[src/rtl/cmd_sender.sv]
//==============================================================================
// Module   : cmd_sender
// Purpose  : Serializes a 16-bit command word onto a UART TX line as two
//            8N1 frames, high byte first, with no gap between the frames.
//            Contains its own baud generator, bit/byte sequencing and a
//            completion handshake.
// Ports    : clk       - operational clock, all logic on posedge
//            rst       - synchronous active-high reset
//            cmd       - command word, sampled on an accepted snd_cmd
//            snd_cmd   - transmit request, accepted only while idle
//            TX        - serial output, idle high (registered)
//            busy      - high while a command is being transmitted
//            cmd_sent  - level, set when both bytes are out, cleared on the
//                        next accepted request or on reset
// Revision : 1.0 - initial release
//==============================================================================
`default_nettype none

module cmd_sender #(
    parameter int BAUD_DIV = 2604       // clk cycles per UART bit, 4..4095
) (
    input  logic        clk,
    input  logic        rst,
    input  logic [15:0] cmd,
    input  logic        snd_cmd,
    output logic        TX,
    output logic        busy,
    output logic        cmd_sent
);

    localparam logic [1:0]  c_st_idle   = 2'd0;
    localparam logic [1:0]  c_st_tx_hi  = 2'd1;
    localparam logic [1:0]  c_st_tx_lo  = 2'd2;
    localparam logic [11:0] c_baud_last = 12'(BAUD_DIV - 1);
    localparam logic [3:0]  c_bit_last  = 4'd9;

    logic [1:0]  r_state;
    logic [1:0]  w_state_nxt;
    logic [11:0] r_baud;
    logic [3:0]  r_bit;
    // Holds the bits still to be sent after the one currently on TX:
    // eight data bits followed by the stop bit. TX itself is r_tx.
    logic [8:0]  r_shift;
    // Only the low byte needs holding; the high byte goes straight into
    // the shifter on the accepting edge.
    logic [7:0]  r_hold_lo;
    logic        r_tx;
    logic        r_busy;
    logic        r_sent;

    logic        w_accept;
    logic        w_tick;
    logic        w_byte_end;
    logic        w_load_lo;
    logic        w_done;

    //--------------------------------------------------------------------------
    // State register
    //--------------------------------------------------------------------------
    always_ff @(posedge clk) begin
        if (rst) begin
            r_state <= c_st_idle;
        end else begin
            r_state <= w_state_nxt;
        end
    end

    //--------------------------------------------------------------------------
    // Next-state logic
    //--------------------------------------------------------------------------
    always_comb begin
        w_state_nxt = r_state;
        case (r_state)
            c_st_idle:  if (snd_cmd)    w_state_nxt = c_st_tx_hi;
            c_st_tx_hi: if (w_byte_end) w_state_nxt = c_st_tx_lo;
            c_st_tx_lo: if (w_byte_end) w_state_nxt = c_st_idle;
            default:                    w_state_nxt = c_st_idle;
        endcase
    end

    //--------------------------------------------------------------------------
    // Control strobes derived from state and counters
    //--------------------------------------------------------------------------
    always_comb begin
        w_accept   = (r_state == c_st_idle) && snd_cmd;
        w_tick     = (r_state != c_st_idle) && (r_baud == c_baud_last);
        w_byte_end = w_tick && (r_bit == c_bit_last);
        w_load_lo  = (r_state == c_st_tx_hi) && w_byte_end;
        w_done     = (r_state == c_st_tx_lo) && w_byte_end;
    end

    //--------------------------------------------------------------------------
    // Datapath and registered outputs
    //--------------------------------------------------------------------------
    always_ff @(posedge clk) begin
        if (rst) begin
            r_baud    <= 12'd0;
            r_bit     <= 4'd0;
            r_shift   <= 9'd0;
            r_hold_lo <= 8'd0;
            r_tx      <= 1'b1;
            r_busy    <= 1'b0;
            r_sent    <= 1'b0;
        end else begin
            // Baud counter parks at zero while idle so every frame starts
            // with a full-width start bit.
            if ((r_state == c_st_idle) || w_tick) begin
                r_baud <= 12'd0;
            end else begin
                r_baud <= r_baud + 12'd1;
            end

            if (w_tick) begin
                r_bit <= w_byte_end ? 4'd0 : (r_bit + 4'd1);
            end

            if (w_accept) begin
                r_hold_lo <= cmd[7:0];
                r_shift   <= {1'b1, cmd[15:8]};
                r_tx      <= 1'b0;                 // high-byte start bit
                r_busy    <= 1'b1;
                r_sent    <= 1'b0;
            end else if (w_load_lo) begin
                // Stop bit of the high byte ends; low-byte start bit follows
                // immediately with no idle gap.
                r_shift   <= {1'b1, r_hold_lo};
                r_tx      <= 1'b0;
            end else if (w_done) begin
                r_tx      <= 1'b1;
                r_busy    <= 1'b0;
                r_sent    <= 1'b1;
            end else if (w_tick) begin
                r_tx      <= r_shift[0];
                r_shift   <= {1'b1, r_shift[8:1]};
            end
        end
    end

    assign TX       = r_tx;
    assign busy     = r_busy;
    assign cmd_sent = r_sent;

endmodule

`default_nettype wire
[config.mk]
export PLATFORM = sky130hd
export DESIGN_NAME = cmd_sender
export DESIGN_NICKNAME = d
export VERILOG_FILES = /design/src/rtl/cmd_sender.sv
export SDC_FILE = /design/constraint.sdc
export NUM_CORES = 1
export LEC_CHECK = 0
export ABC_AREA = 1
export BUFFER_PORTS_ARGS = -buffer_cell sky130_fd_sc_hd__buf_2
export CORE_MARGIN = 2
export CORE_UTILIZATION = 53
export CTS_BUF_LIST = sky130_fd_sc_hd__clkbuf_2
export CTS_CLUSTER_DIAMETER = 40
export CTS_CLUSTER_SIZE = 40
export DETAILED_ROUTE_END_ITERATION = 8
export GPL_ROUTABILITY_DRIVEN = 0
export PLACE_DENSITY = 0.83
export RECOVER_POWER = 100
export SKIP_CTS_REPAIR_TIMING = 1
export SYNTH_ARGS = -nofsm -noshare
export SYNTH_HDL_FRONTEND = slang
export SYNTH_SLANG_ARGS = --single-unit
export TNS_END_PERCENT = 1
[constraint.sdc]
create_clock -name clk -period 1.9 [get_ports clk]
set_input_delay 0.475 -clock clk [delete_from_list [all_inputs] [get_ports clk]]
set_output_delay 0.475 -clock clk [all_outputs]
set_load 0.05 [all_outputs]
==> results of run 1 <==
==> stage by stage <==
| stage | total power, mW | instance area (um2) | util (%) | setup WS [ps] | TNS (ps) |
|---|---|---|---|---|---|
| after global placement | 1.112 | 2125 | 58.92 | 311.1 | 0 |
| after detailed placement | 1.118 | 2125 | 58.92 | 258.7 | 0 |
| after global routing | 1.499 | 2150 | 59.61 | -32.96 | -57.57 |
| after CTS | 1.427 | 2153 | 59.72 | 177.5 | 0 |
| final | 1.414 | 2150 | 59.61 | 192.4 | 0 |
| after floorplan | 1.060 | 1952 | - | 443.4 | 0 |
==> metal layers <==
layer | wire, um | part of all wire (%) | track usage, %
met3 | 151 | 4.1 | 5.729
met2 | 1661 | 46 | 31.51
met4 | 55 | 1.5 | 6.383
met1 | 1772 | 49 | 23.64
met5 | 0 | 0 | 0
==> flip-flops by register name (all words and copies together) (netlist names) <==
register / flops
r_shift: 9
r_baud: 12
r_state: 2
TX: 1
r_bit: 4
r_hold_lo: 8
busy: 1
cmd_sent: 1
==> cell families after synthesis <==
kind of cell | count (synthesis) | share of synthesized area (%)
AOI/OAI and AO/OA | 43 | 13.01
xor gates and xnor gates | 2 | 0.8976
adders and majority gates | 3 | 1.923
buffers and inverters | 55 | 11.99
DFF | 38 | 38.97
and+or+nand+nor | 137 | 33.21
==> power by group through the flow <==
stage | logic (mW) | clock network (mW) | registers, mW
detailed placement | 0.247 | 0 | 0.872
floorplan | 0.175 | 0 | 0.885
global placement | 0.242 | 0 | 0.870
global route | 0.277 | 0.362 | 0.860
finish | 0.245 | 0.315 | 0.855
CTS | 0.248 | 0.324 | 0.855
==> cells in the mapped netlist, types with 2 or more instances <==
cell / number / area, um2
a211oi_1: 2 / 15.01
nor2_2: 11 / 68.82
nor3_1: 5 / 25.02
nand2_2: 5 / 31.28
nor2_1: 27 / 101.4
clkbuf_1: 5 / 18.77
nor3b_1: 2 / 15.01
a21oi_1: 17 / 85.08
o21ai_0: 14 / 70.07
nand4_1: 9 / 56.30
inv_1: 47 / 176.4
a21oi_2: 8 / 70.07
nand3_1: 20 / 100.1
ha_1: 3 / 37.54
nand2_1: 53 / 198.9
dfxtp_1: 38 / 760.7
==> cell type report <==
class | instances | area (um2)
clock inverters | 1 | 3.754
inverters | 47 | 176.4
clock buffers | 5 | 25.02
flip-flops and latches | 38 | 760.7
well taps | 48 | 60.06
fillers | 339 | 1456
multi-input cells | 185 | 957.2
repair buffers | 28 | 166.4
==> final timing paths <==
kind / from / to / slack (ps) / cells past startpoint
hold reg to reg: r_baud[0]$_SDFF_PP0_ / r_baud[0]$_SDFF_PP0_ / 460 / 1
setup / recovery: r_baud[0]$_SDFF_PP0_ / r_shift[2]$_SDFFE_PP0P_ / 190 / 9
setup reg to reg: r_baud[0]$_SDFF_PP0_ / r_shift[2]$_SDFFE_PP0P_ / 190 / 9
hold / removal: rst / r_state[1]$_SDFFE_PP0P_ / 300 / 2
==> worst max-delay path, stage by stage (launching register included) <==
cell	delay, ps
dfxtp_1	390
ha_1	220
nand2_1	100
nor2_1	110
nand3_1	110
nor2_1	180
nand3_2	220
nand2_1	120
nand3_1	80
a21oi_2	120
==> metrics.txt, run 1 <==
CP Max Fanout=9; Avg Cell Area, Syn=7.021 um2; Post-synth EDFFs=0; antenna fix cells=0; register area share after synthesis=38.97%; WL per Instance=10.34 um; final period utilization=89.87%; Req. time, crit path=2210 ps; P_leak=0.9395 nW; Routed Antenna Nets=0; number of global-route vias before repair=1492; overall routing resource usage=19.04%; Via Count=1738; Int Power=~1 mW; startpoint type of the worst setup path=flop; Worst setup EP type=flop; gate count after technology mapping=278; commonest cells after routing, fill and taps aside=nand2_1, inv_1, dfxtp_1, nor2_1, nand3_1; post-synth net total=300; Cell variety after synth=28; CTS root buf=clkbuf_2; RSZ-0062 raised after global routing=true; top-level port count=22; sw frac=29.30%; first-pass GRT wire length=6210 um; H-tree Lvls=2; total power divided by cell area=between 600 and 700 nW/um2; final hold slack=299.6 ps; outcome=complete, no violations; Avg Vias per Cell=4.938; NetSw=414.4 uW; synthesis-to-finish area growth=10.13%; Slew headroom=60.34%; IO Port Bufs=21; Core Region=3606 um2; type of the worst min-delay path=in -> reg; final setup fails=0; die width=64.69 um; Comb power frac=17.3%; TritonCTS clock tree=built; Die H=64.69 um; Worst-Skew Late Latency=roughly 370 ps; DRC errors left=0; Worst Tran Pin Value=approximately 600 ps; nets@finish=about 330; Routed Wire Length=3640 um; Num CTS Buffers=5; placed cell count=346; DRT iter0 DRCs=123; Main synth FF type=dfxtp_1; Final Hold Viols=0; initial antenna violation count=0; largest vdd supply drop=0.4867 mV; share of cells above drive strength 1=19.41%; Cell Area, Synth=1952 um2; Num Clock Sinks=38; DP HPWL=2660 um; gr ovfl total=0; worst clock skew=13.03 ps; clk buf depth=2; fmax=585.6 MHz; fin cells=352; max cap viols=0; largest net degree at the start of global routing=25; Clock Power Share=around 22%; Cell Rows=22; drt first pass iters=4; Max Slew Vio Count=0; Yosys reg bits=38; asr flop ratio synth=0%; worst path arrival time=2020 ps; Final Critical Period=around 1700 ps; sequential share of power=60.4%; Synthesis Warnings=0; Die ar.=4184 um2; Initial Utilization=~54%; clk slew on worst S/H paths=160 ps; leading cell type in the layout, fill and taps excluded=nand2_1; CP Class=reg -> reg
Note: power is estimated with default switching activity, not from simulation.
==> inputs of run 2 (changes only) <==
- PLACE_DENSITY: 0.83 -> 0.76
==> metrics.txt, run 2 (synthesis results as in run 1) <==
HP Start=rst (unchanged); die width=64.69 um (unchanged); post-route setup slack=201.8 ps (was 192.4 ps); Routed Wire Length=3731 um (was 3640 um); WP buf/inv=1 (was 0); initial antenna violation count=0 (unchanged); number of global-route vias before repair=1521 (was 1492); drt first pass iters=4 (unchanged); gr ovfl total=0 (unchanged); fill count=353 (was 339); CP Class=reg -> out (was reg -> reg); Die ar.=4184 um2 (unchanged); R2R Path End=r_bit[2]$_SDFFE_PP0P_ (was r_shift[2]$_SDFFE_PP0P_); share of cells above drive strength 1=19.61% (was 19.41%); Worst-Skew Late Latency=400 ps (was 370 ps); outcome=complete, no violations (unchanged); commonest cells after routing, fill and taps aside=nand2_1, inv_1, dfxtp_1, nor2_1, nand3_1 (unchanged); Cell Rows=22 (unchanged); final period utilization=89.38% (was 89.87%); setup TNS=0 ps (unchanged); RSZ-0062 raised after global routing=false (was true); P_leak=0.9415 nW (was 0.9395 nW); startpoint type of the worst setup path=flop (unchanged); Num Clock Sinks=38 (unchanged); largest net degree at the start of global routing=35 (was 25); top-level port count=22 (unchanged); Reg2Reg Setup Slack=240 ps (was 190 ps); CTS root buf=clkbuf_2 (unchanged); Core Region=3606 um2 (unchanged); type of the worst min-delay path=in -> reg (unchanged); antenna fix cells=0 (unchanged); critical path's top delay family=buffers and inverters (was simple AND/OR/NAND/NOR gates); final hold slack=277.1 ps (was 299.6 ps); CP Max Fanout=2 (was 9); end of the worst hold path=r_state[1]$_SDFFE_PP0P_ (unchanged); DP HPWL=2643 um (was 2660 um); post-place setup slack=267.6 ps (was 258.7 ps); leading cell type in the layout, fill and taps excluded=nand2_1 (unchanged); Num CTS Buffers=5 (unchanged); fmax=588.8 MHz (was 585.6 MHz); nets@finish=327 (unchanged); max FFs per register=12 (unchanged); FF-to-FF Start=r_baud[0]$_SDFF_PP0_ (unchanged); Max Slew Vio Count=0 (unchanged); Worst Tran Pin Value=602.9 ps (was 597.5 ps); Worst setup EP type=output port (was flop); biggest regs=r_baud (12), r_shift (9), r_hold_lo (8) (unchanged); H-tree Lvls=2 (unchanged); worst reg2reg path depth=9 (unchanged); Initial Utilization=54.13% (unchanged); critical path's slowest cell=clkbuf_1 (was dfxtp_1); clk buf depth=2 (unchanged); top register by number of flip-flops=r_baud (unchanged); Final Critical Period=1698 ps (was 1708 ps); Hold Crit Depth=2 (unchanged); Req. time, crit path=1420 ps (was 2210 ps); Post-Place Cell Area=2112 um2 (was 2125 um2); Final Hold Viols=0 (unchanged); Die H=64.69 um (unchanged); max cap viols=0 (unchanged); Avg Vias per Cell=4.867 (was 4.938); total power divided by cell area=675.2 nW/um2 (was 658.0 nW/um2); TritonCTS clock tree=built (unchanged); Critical Path, Cell by Cell=clkbuf_1 (was ha_1, nand2_1, nor2_1, nand3_1, nor2_1, nand3_2, nand2_1, nand3_1, a21oi_2); first-pass GRT wire length=6555 um (was 6210 um); Worst path max stage delay=470 ps (was 390 ps); worst clock skew=18.07 ps (was 13.03 ps); DRT iter0 DRCs=115 (was 123); synthesis-to-finish area growth=9.872% (was 10.13%); DRC errors left=0 (unchanged); Slew headroom=59.98% (was 60.34%); largest vdd supply drop=0.5131 mV (was 0.4867 mV); final setup fails=0 (unchanged); worst path arrival time=1220 ps (was 2020 ps); overall routing resource usage=19.95% (was 19.04%); WL per Instance=10.54 um (was 10.34 um); Routed Antenna Nets=0 (unchanged); Final Cell Area=2145 um2 (was 2150 um2); clk slew on worst S/H paths=190 ps (was 160 ps); IO Port Bufs=21 (unchanged); Via Count=1723 (was 1738)
run 2: changes by cell type in the layout (fill, tap and decap cells not counted), sizes merged:
cell      change
clkinv        +1
clkinvlp      +1
run 2: metrics by stage:
step           instances  power [mW]  util [%]
2_1_floorplan        278       1.060         -
3_3_place_gp         346       1.107     58.57
3_5_place_dp         346       1.111     58.57
4_1_cts              354       1.467     59.72
5_1_grt              354       1.541     59.47
6_report             354       1.448     59.47
run 2: worst max path at each step:
stage / to / cells past startpoint / from
2_1_floorplan: r_shift[7]$_SDFFE_PP0P_ / 11 / r_baud[0]$_SDFF_PP0_
3_3_place_gp: r_bit[2]$_SDFFE_PP0P_ / 9 / r_baud[0]$_SDFF_PP0_
3_5_place_dp: r_shift[4]$_SDFFE_PP0P_ / 10 / r_baud[0]$_SDFF_PP0_
4_1_cts: r_shift[0]$_SDFFE_PP0P_ / 9 / r_baud[0]$_SDFF_PP0_
5_1_grt: r_bit[2]$_SDFFE_PP0P_ / 9 / r_baud[0]$_SDFF_PP0_
6_report: busy / 1 / busy$_SDFFE_PP0P_
run 2: layout make-up:
cell class | instances | area, um2 | share of cell area [%]
Multi-Input combinational cell | 185 | 950.9 | 44.34
Sequential cell | 38 | 760.7 | 35.47
Inverter | 47 | 176.4 | 8.226
Timing Repair Buffer | 28 | 155.1 | 7.235
Tap cell | 48 | 60.06 | 2.800
Clock buffer | 5 | 25.02 | 1.167
Clock inverter | 3 | 16.27 | 0.7585
run 2: where the power goes:
| part | switching (mW) | internal [mW] |
|---|---|---|
| registers | 0.0124 | 0.841 |
| clock network | 0.274 | 0.0839 |
| logic | 0.157 | 0.0801 |
run 2: metal layers:
| layer | vias up | track usage (%) | part of all wire (%) |
|---|---|---|---|
| li1 | 933 | - | - |
| met1 | 759 | 26.09 | 51 |
| met2 | 27 | 31.90 | 45 |
| met3 | 4 | 5.556 | 3.4 |
| met4 | 0 | 6.383 | 0.99 |
| met5 | - | 0 | 0 |
